[src/rtl/vga_pkg.sv]
// Shared definitions for the VGA sink: default 640x480@60 raster timing, receiver FSM states, pixel type.
package vga_pkg;

    localparam int VGA_H_ACTIVE    = 640;
    localparam int VGA_H_FP        = 16;
    localparam int VGA_H_SYNC      = 96;
    localparam int VGA_H_BP        = 48;
    localparam int VGA_V_ACTIVE    = 480;
    localparam int VGA_V_FP        = 10;
    localparam int VGA_V_SYNC      = 2;
    localparam int VGA_V_BP        = 33;
    localparam int VGA_LOCK_FRAMES = 2;

    localparam int VGA_HT       = VGA_H_ACTIVE + VGA_H_FP + VGA_H_SYNC + VGA_H_BP;
    localparam int VGA_VT       = VGA_V_ACTIVE + VGA_V_FP + VGA_V_SYNC + VGA_V_BP;
    localparam int VGA_HS_START = VGA_H_ACTIVE + VGA_H_FP;
    localparam int VGA_HS_END   = VGA_HS_START + VGA_H_SYNC - 1;
    localparam int VGA_VS_START = VGA_V_ACTIVE + VGA_V_FP;
    localparam int VGA_VS_END   = VGA_VS_START + VGA_V_SYNC - 1;

    typedef enum logic [1:0] {
        SEARCH,
        ALIGN,
        LOCKED
    } rx_state_t;

    typedef logic [11:0] rgb12_t;

endpackage

[src/rtl/vga_rx_crc16.sv]
// CRC-16-CCITT (poly 0x1021) step folding one 12-bit pixel per cycle, MSB first.
// init restarts from 0xFFFF; when en is also high the pixel is folded into the fresh seed.
module vga_rx_crc16
    import vga_pkg::*;
(
    input  logic        clk_i,
    input  logic        rst_i,
    input  logic        init_i,
    input  logic        en_i,
    input  rgb12_t      data_i,
    output logic [15:0] crc_next_o
);

    logic [15:0] crc_q;
    logic [15:0] base;
    logic [15:0] step;

    always_comb begin
        base = init_i ? 16'hFFFF : crc_q;
        step = base;
        for (int i = 11; i >= 0; i--) begin
            if (step[15] ^ data_i[i]) begin
                step = {step[14:0], 1'b0} ^ 16'h1021;
            end else begin
                step = {step[14:0], 1'b0};
            end
        end
        crc_next_o = en_i ? step : base;
    end

    always_ff @(posedge clk_i) begin
        if (rst_i) begin
            crc_q <= 16'hFFFF;
        end else begin
            crc_q <= crc_next_o;
        end
    end

endmodule

[src/rtl/vga_timing_rx.sv]
// VGA sink: recovers x/y/de from active-low syncs, checks the raster and reports lock.
// Defining VGA_RX_CRC_EN adds a per-frame CRC-16 of the active picture (crc16/crc_valid ports).
module vga_timing_rx
    import vga_pkg::*;
#(
    parameter int H_ACTIVE    = VGA_H_ACTIVE,
    parameter int H_FP        = VGA_H_FP,
    parameter int H_SYNC      = VGA_H_SYNC,
    parameter int H_BP        = VGA_H_BP,
    parameter int V_ACTIVE    = VGA_V_ACTIVE,
    parameter int V_FP        = VGA_V_FP,
    parameter int V_SYNC      = VGA_V_SYNC,
    parameter int V_BP        = VGA_V_BP,
    parameter int LOCK_FRAMES = VGA_LOCK_FRAMES
) (
    input  logic        vgaclk,
    input  logic        rst,
    input  logic        hsync,
    input  logic        vsync,
    input  logic [3:0]  red,
    input  logic [3:0]  green,
    input  logic [3:0]  blue,
    output logic [9:0]  x,
    output logic [9:0]  y,
    output logic        de,
    output logic [11:0] rgb_o,
    output logic        frame_start,
    output logic        locked,
    output logic        sync_err
`ifdef VGA_RX_CRC_EN
    ,
    output logic [15:0] crc16,
    output logic        crc_valid
`endif
);

    localparam logic [9:0] H_LAST   = 10'(H_ACTIVE + H_FP + H_SYNC + H_BP - 1);
    localparam logic [9:0] V_LAST   = 10'(V_ACTIVE + V_FP + V_SYNC + V_BP - 1);
    localparam logic [9:0] HS_FIRST = 10'(H_ACTIVE + H_FP);
    localparam logic [9:0] HS_LAST  = 10'(H_ACTIVE + H_FP + H_SYNC - 1);
    localparam logic [9:0] VS_FIRST = 10'(V_ACTIVE + V_FP);
    localparam logic [9:0] VS_LAST  = 10'(V_ACTIVE + V_FP + V_SYNC - 1);
    localparam logic [9:0] H_ACT    = 10'(H_ACTIVE);
    localparam logic [9:0] V_ACT    = 10'(V_ACTIVE);
    localparam logic [7:0] LOCK_N   = 8'(LOCK_FRAMES);

    logic       hs1_q, vs1_q, hs_prev_q, vs_prev_q;
    rgb12_t     rgb1_q;
    logic [9:0] hcnt_q, hcnt_d, vcnt_q, vcnt_d;
    logic [9:0] hcur, vcur;
    logic [7:0] good_q, good_d;
    rx_state_t  state_q, state_d;

    logic hs_fall, vs_fall, exp_hs, exp_vs, mismatch, frame_wrap;
    logic locked_d, de_d, fs_d, sync_err_d;

    logic [9:0] x_q, y_q;
    logic       de_q, fs_q, locked_q, sync_err_q;
    rgb12_t     rgb_q;

    // hcur/vcur are the coordinates of the pixel now in stage 1, including any
    // reload taken this cycle, so outputs and checks refer to that same pixel.
    always_comb begin
        hs_fall    = !hs1_q && hs_prev_q;
        vs_fall    = !vs1_q && vs_prev_q;
        hcur       = hcnt_q;
        vcur       = vcnt_q;
        good_d     = good_q;
        state_d    = state_q;
        sync_err_d = 1'b0;

        if (state_q == SEARCH) begin
            if (vs_fall) begin
                hcur    = '0;
                vcur    = VS_FIRST;
                good_d  = '0;
                state_d = ALIGN;
            end else if (hs_fall) begin
                hcur = HS_FIRST;
            end
        end

        exp_hs     = !((hcur >= HS_FIRST) && (hcur <= HS_LAST));
        exp_vs     = !((vcur >= VS_FIRST) && (vcur <= VS_LAST));
        mismatch   = (state_q != SEARCH) && ((hs1_q != exp_hs) || (vs1_q != exp_vs));
        frame_wrap = (hcur == H_LAST) && (vcur == V_LAST);

        if (mismatch) begin
            sync_err_d = 1'b1;
            good_d     = '0;
            state_d    = SEARCH;
        end else if ((state_q == ALIGN) && frame_wrap) begin
            good_d = good_q + 8'd1;
            if (good_d == LOCK_N) begin
                state_d = LOCKED;
            end
        end

        hcnt_d = (hcur == H_LAST) ? '0 : hcur + 10'd1;
        vcnt_d = vcur;
        if (hcur == H_LAST) begin
            vcnt_d = (vcur == V_LAST) ? '0 : vcur + 10'd1;
        end

        // Lock follows the next state so a mismatch drops it on its own output cycle.
        locked_d = (state_d == LOCKED);
        de_d     = locked_d && (hcur < H_ACT) && (vcur < V_ACT);
        fs_d     = locked_d && (hcur == '0) && (vcur == '0);
    end

    always_ff @(posedge vgaclk) begin
        if (rst) begin
            hs1_q      <= 1'b0;
            vs1_q      <= 1'b0;
            hs_prev_q  <= 1'b0;
            vs_prev_q  <= 1'b0;
            rgb1_q     <= '0;
            hcnt_q     <= '0;
            vcnt_q     <= '0;
            good_q     <= '0;
            state_q    <= SEARCH;
            x_q        <= '0;
            y_q        <= '0;
            de_q       <= 1'b0;
            rgb_q      <= '0;
            fs_q       <= 1'b0;
            locked_q   <= 1'b0;
            sync_err_q <= 1'b0;
        end else begin
            hs1_q      <= hsync;
            vs1_q      <= vsync;
            hs_prev_q  <= hs1_q;
            vs_prev_q  <= vs1_q;
            rgb1_q     <= {red, green, blue};
            hcnt_q     <= hcnt_d;
            vcnt_q     <= vcnt_d;
            good_q     <= good_d;
            state_q    <= state_d;
            x_q        <= hcur;
            y_q        <= vcur;
            de_q       <= de_d;
            rgb_q      <= de_d ? rgb1_q : '0;
            fs_q       <= fs_d;
            locked_q   <= locked_d;
            sync_err_q <= sync_err_d;
        end
    end

    assign x           = x_q;
    assign y           = y_q;
    assign de          = de_q;
    assign rgb_o       = rgb_q;
    assign frame_start = fs_q;
    assign locked      = locked_q;
    assign sync_err    = sync_err_q;

`ifdef VGA_RX_CRC_EN
    localparam logic [9:0] H_ACT_LAST = 10'(H_ACTIVE - 1);
    localparam logic [9:0] V_ACT_LAST = 10'(V_ACTIVE - 1);

    logic [15:0] crc_next, crc16_q;
    logic        crc_valid_q, frame_ok_q, last_px;

    vga_rx_crc16 u_crc (
        .clk_i      (vgaclk),
        .rst_i      (rst),
        .init_i     (fs_q || sync_err_q),
        .en_i       (de_q),
        .data_i     (rgb_q),
        .crc_next_o (crc_next)
    );

    assign last_px = de_q && (x_q == H_ACT_LAST) && (y_q == V_ACT_LAST);

    // A frame only publishes its CRC if it started clean and saw no sync error.
    always_ff @(posedge vgaclk) begin
        if (rst) begin
            crc16_q     <= '0;
            crc_valid_q <= 1'b0;
            frame_ok_q  <= 1'b0;
        end else begin
            crc_valid_q <= last_px && frame_ok_q;
            if (last_px && frame_ok_q) begin
                crc16_q <= crc_next;
            end
            if (sync_err_q) begin
                frame_ok_q <= 1'b0;
            end else if (fs_q) begin
                frame_ok_q <= 1'b1;
            end
        end
    end

    assign crc16     = crc16_q;
    assign crc_valid = crc_valid_q;
`endif

endmodule

[config.mk]
export PLATFORM = sky130hd
export DESIGN_NAME = vga_timing_rx
export DESIGN_NICKNAME = d
export VERILOG_FILES = /design/src/rtl/vga_pkg.sv /design/src/rtl/vga_rx_crc16.sv /design/src/rtl/vga_timing_rx.sv
export SDC_FILE = /design/constraint.sdc
export NUM_CORES = 1
export LEC_CHECK = 0
export BUFFER_PORTS_ARGS = -buffer_cell sky130_fd_sc_hd__buf_2
export CAP_MARGIN = 20
export CORE_MARGIN = 2
export CORE_UTILIZATION = 32
export CTS_BUF_LIST = sky130_fd_sc_hd__clkbuf_16
export CTS_CLUSTER_DIAMETER = 60
export CTS_CLUSTER_SIZE = 20
export DETAILED_ROUTE_END_ITERATION = 8
export SYNTH_ARGS = -nofsm -noshare
export SYNTH_HDL_FRONTEND = slang
export SYNTH_HIERARCHICAL = 1
export SYNTH_SLANG_ARGS = --single-unit
[constraint.sdc]
create_clock -name vgaclk -period 7.5 [get_ports vgaclk]
set_input_delay 0 -clock vgaclk [delete_from_list [all_inputs] [get_ports vgaclk]]
set_output_delay 0 -clock vgaclk [all_outputs]
set_load 0.005 [all_outputs]
# After elaboration in Yosys (flattened, before gate mapping)
# Index checks and enable logic that the tools add are counted.
# op_classes
n_addsub	3
n_lt_le_gt_ge	6
eq_ne	7
n_mux	16
bitwise	1
reduce_logical	26
# op_table
operator	count
$mux W10	7
$mux W8	3
$add A10 B1 Y10 const B	2
$eq A10 B10 Y1 const B	2
$logic_not A10 Y1	2
$logic_and A1 B1 Y1	11
$ge A10 B10 Y1 const B	1
$ge A10 B9 Y1 const B	1
$le A10 B10 Y1 const B	1
$le A10 B9 Y1 const B	1
$lt A10 B10 Y1 const B	1
$lt A10 B9 Y1 const B	1
$mux W2	5
$add A8 B1 Y8 const B	1
$eq A8 B2 Y1 const B	1
$reduce_bool A2 Y1	3
$reduce_or A2 Y1	3
$logic_not A1 Y1	4
$eq A2 B1 Y1 const B	1
$eq A2 B2 Y1 const B	1
$logic_not A2 Y1	1
$ne A1 B1 Y1	2
$reduce_and A2 Y1	1
$logic_or A1 B1 Y1	1
2 further kinds	2
# word_totals
register_bits	82
input_bits	16

# Depth between registers and ports, before layout
# logic_depth
depth_word	17
ltp_mapped	13
depth_no_buf	10

# Least setup slack after synthesis
# Ideal clock, no wire load.
# synth_timing
path_type	flip-flop to flip-flop
from	register hs1_q
to	register vcnt_q[1]
t_arrival_ns	2.997
setup_slack_ns	4.346
stages_incl_launch_ff	12
period_less_slack_ns	3.154
cell_sequence	dfxtp_1 nor2b_1 o21ai_1 clkbuf_1 clkbuf_1 and2_1 ha_1 nand4_1 nor4_1 nand4_1 o41ai_2 a211oi_1
# synth_via
elab_chain_len	7
# synth_lines
element	line_no	text
start: declaration	vga_timing_rx.sv:47	logic hs1_q, vs1_q, hs_prev_q, vs_prev_q;
start signal: assignment	vga_timing_rx.sv:130	hs1_q <= hsync;
$logic_not A1 Y1	vga_timing_rx.sv:64	hs_fall = !hs1_q && hs_prev_q;
$logic_and A1 B1 Y1	vga_timing_rx.sv:64	
$mux W10	vga_timing_rx.sv:78	end else if (hs_fall) begin
$mux W10	vga_timing_rx.sv:73	if (vs_fall) begin
$mux W10	vga_timing_rx.sv:72	if (state_q == SEARCH) begin
$eq A10 B10 Y1	vga_timing_rx.sv:101	if (hcur == H_LAST) begin
$mux W10	vga_timing_rx.sv:101	
end signal: assignment	vga_timing_rx.sv:136	vcnt_q <= vcnt_d;
end: declaration	vga_timing_rx.sv:49	logic [9:0] hcnt_q, hcnt_d, vcnt_q, vcnt_d;
# Every way passes these cells.
# A chain may end at the register's enable or synchronous reset.

# Final worst setup path
# layout_timing
from	register state_q[1]
to	register vcnt_q[1]
# layout_via
elab_chain_len	5
elab_cells_between_ends	8
cone_classes	add/sub (1); eq/ne (2); mux (4); reduce/logical (1)
# layout_lines
element	line_no	text
start: declaration	vga_timing_rx.sv:52	rx_state_t state_q, state_d;
start signal: assignment	vga_timing_rx.sv:138	state_q <= state_d;
$logic_not A2 Y1 (*)	vga_timing_rx.sv:72	
$mux W10	vga_timing_rx.sv:72	
$add A10 B1 Y10 or $eq A10 B10 Y1 (tied branches)	vga_timing_rx.sv:102	vcnt_d = (vcur == V_LAST) ? '0 : vcur + 10'd1;
$mux W10	vga_timing_rx.sv:102	
$mux W10 (*)	vga_timing_rx.sv:101	
# Every way passes the cells marked *; elsewhere a longest branch is shown, timed or not.

==> flow_summary.ini <==
[timing]
finalCritPeriodShare = 0.513
worst_max_slew_margin_expressed_relative_to_the_limit = 0.321
timing_hold_violations_final = 0
timing_worst_slew_pin_value_ns = 1.01
period_minus_ws_final_ns = 3.85
clock.fmax_mhz = 260
setup_viols_final = 0
post_route_worst_hold_slack_ns = 0.150
skew_final_ns = 0.00736
setup_repair_after_global_routing_missed_its_margin = false
final_max_slew_viol_count = 0
setup-tns-final_ns = 0

[logic_synthesis]
synth_edf_count = 0
synth_flop_cell = sky130_fd_sc_hd__dfxtp_1
seq_area_frac_synth = 0.497
syn_area_sq_um = 3310
post_synth_main_area_contributors = sky130_fd_sc_hd__dfxtp_1 50%, sky130_fd_sc_hd__nor2_1 5.5%, sky130_fd_sc_hd__nand2_1 4.0%
number_of_flip_flops_and_latches_in_the_synthesized_netlist = 82
netlist_top_cells_count = 82 x sky130_fd_sc_hd__dfxtp_1, 48 x sky130_fd_sc_hd__nor2_1, 35 x sky130_fd_sc_hd__nand2_1, 18 x sky130_fd_sc_hd__nor2b_1, 18 x sky130_fd_sc_hd__nor3_1
proportion_of_register_bits_with_asynchronous_set_or_reset_after_synthesis = 0
synth.top_cell.area_share = 0.497
ys.warnings.count = 6
synth.largest_area_cell = sky130_fd_sc_hd__dfxtp_1
ys_types = 41
syn_area_per_cell_sq_um = 9.03
mappedNetlistNets = 388
synthCells = 366
synth_most_common_cell = sky130_fd_sc_hd__dfxtp_1

[floorplanning]
dieHeight_um = 106
cell_rows = 37
pin_count = 52
core-area_sq_um = 10200
dieWidth_um = 106
floorplan.initialDensity = 0.325
dieArea_sq_um = 11200

[clock_network]
clk-insertion-delay-late_ns = 0.34
cts_setup_buffers = 0
tritoncts_buffer_count = 9
clock_tree.buffer_depth = 2
cts_tree = done
clk_root_buffer_cell = sky130_fd_sc_hd__clkbuf_16
ctsHtreeMaxLevel = 3
worst_setup_hold_path_clk_slew_ns = 0.06
clock_sinks = 82

[setup_path]
r2r_start = state_q[1]$_SDFF_PP0_
worst-r2r-cell-count = 10
critical_path_fanout_max = 24
worstReg2RegEnd = vcnt_q[1]$_SDFF_PP0_
reg2reg_setup_slack_ns = 3.65
critical_path_endpoint = vcnt_q[1]$_SDFF_PP0_
worst_ep_required_time_ns = 7.67
setup.worst_path.end_class = flip-flop
type_of_the_worst_setup_path = reg2reg
critPathLaunch = state_q[1]$_SDFF_PP0_
timing.critical_path.slowest_stage_cell = sky130_fd_sc_hd__o41ai_2
critPathLaunchType = flip-flop
critPathMaxStageDelay_ns = 1.16
critical_path_arrival_ns = 4.02
crit_chain = nor2_1 -> o21ai_1 -> buf_4 -> and2_1 -> ha_1 -> nand4_1 -> nor4_1 -> nand4_1 -> o41ai_2 -> a211oi_1
critical_path.most_common_cell = sky130_fd_sc_hd__nand4_1

[power_and_ir_drop]
power.ir.vdd_worst_mv = 0.0926
power_density_nw_per_um2 = 244
fin_total_pwr_mw = 1.02
cellLeakagePower_nw = 1.67

[finish]
final-instance-count-excl-fill = 570
finalInstanceArea_sq_um = 4190
layout.nets = 452
num_antenna_cells = 0
drive_above_1_share = 0.200
areaGrowthSynthToFinish_pct = 26.9

[drt]
drtAntennaViolNets = 0
drc = 0
post_detailed_routing_wire_length_um = 7560
drtPass1Iterations = 4
drt_iter0_markers = 114
via_count = 2737
avgRoutedWirePerCell_um = 13.3
via_per_inst = 4.80

[worst_hold_path]
hold_depth = 2
hold_path.class = in2reg

[placed_design]
gpl.final_weighted_congestion = 0.859
io_buf_count = 51
hpwlAfterDp_um = 5030
cell_area_after_placement_sq_um = 3710
post-place-cells = 541

[global_route]
grt_start_max_net_pins = 29
gr-total-overflow = 0
grt_antenna_before_repair = 0
grt.total_usage = 0.137
number_of_global_route_vias_before_repair = 2651
grt_first_pass_wirelength_um = 12300

[flow_run]
max_cap_violations = 0

[status]
status = finished, final reports clean
[metrics by stage]
step | utilization | worst slack [ns]
final | 0.412 | 3.65
after global routing | 0.412 | 3.35
after CTS | 0.412 | 3.65
after detailed placement | 0.365 | 3.69
after global placement | 0.361 | 3.73
after floorplan | - | 4.35
[worst min-delay path by stage]
| stage | from | slack, ns | end |
|---|---|---|---|
| 3_5_place_dp | green[2] | 0.22 | rgb1_q[6]$_SDFF_PP0_ |
| 2_1_floorplan | hsync | 0.13 | hs1_q$_SDFF_PP0_ |
| 4_1_cts | rst | 0.15 | rgb1_q[10]$_SDFF_PP0_ |
| 3_3_place_gp | green[2] | 0.21 | rgb1_q[6]$_SDFF_PP0_ |
| 6_report | rst | 0.15 | rgb1_q[7]$_SDFF_PP0_ |
| 5_1_grt | rst | 0.17 | rgb1_q[4]$_SDFF_PP0_ |
[critical path: cells and delay by family, from the launching register on]
kind / cells / cell delay [ns]
AO/OA/AOI/OAI: 3 / 1.37
adder cells (fa/ha/maj): 1 / 0.20
buffers and inverters: 1 / 0.25
flip-flops: 1 / 0.48
AND/OR/NAND/NOR: 5 / 1.39
[layout make-up]
cell class | count | area, sq um
fillers | 1034 | 5990
flip-flops and latches | 82 | 1640
multi-input cells | 261 | 1570
repair buffers | 69 | 445
clock buffers | 9 | 225
well taps | 136 | 170
clock inverters | 6 | 115
inverters | 7 | 26.3
[layout by cell type, fill, tap and decap left out, drive strengths merged, types with 3 or more instances in the layout]
cell / count
a211o: 3
a211oi: 3
a21oi: 15
a31oi: 4
and2: 3
and3: 13
buf: 55
bufinv: 3
clkbuf: 9
dfxtp: 82
dlygate4sd3: 14
ha: 6
inv: 8
nand2: 35
nand3: 15
nand3b: 3
nand4: 7
nor2: 48
nor2b: 18
nor3: 27
nor3b: 3
nor4: 8
o21ai: 7
or3: 7
xnor2: 10
xor2: 8
[flip-flops by register name (all words and copies together) (netlist names)]
name	flops
state_q	2
hs_prev_q	1
de	1
sync_err	1
vcnt_q	10
vs_prev_q	1
rgb1_q	12
hcnt_q	10
rgb_o	12
hs1_q	1
y	10
locked	1
x	10
good_q	8
vs1_q	1
frame_start	1
[routing by layer]
layer / global-route usage / wire length [um]
met1: 0.167 / 3520
met2: 0.229 / 3650
met3: 0.0427 / 293
met4: 0.0489 / 103
met5: 0 / 0
[cell families (layout without fill, tap and decap cells)]
group / count (synthesis) / in the layout / share of synthesized area
simple gates: 198 / 198 / 0.321
flops: 82 / 82 / 0.497
compound gates: 38 / 38 / 0.0806
buf+inv: 23 / 91 / 0.0284
xor+xnor: 18 / 18 / 0.0477
fa+ha+maj: 6 / 6 / 0.0227
mux: 1 / 1 / 0.00303
[repair_timing]
action | in CTS | in global routing
resized for setup | 0 | 0
hold buffers | 14 | 0
hold endpoints to repair | 14 | 0
[power breakdown]
part	internal (mW)	switching [mW]
Sequential	0.447	0.00804
Combinational	0.0285	0.0361
Clock	0.325	0.177
(Power assumes the default switching activity.)
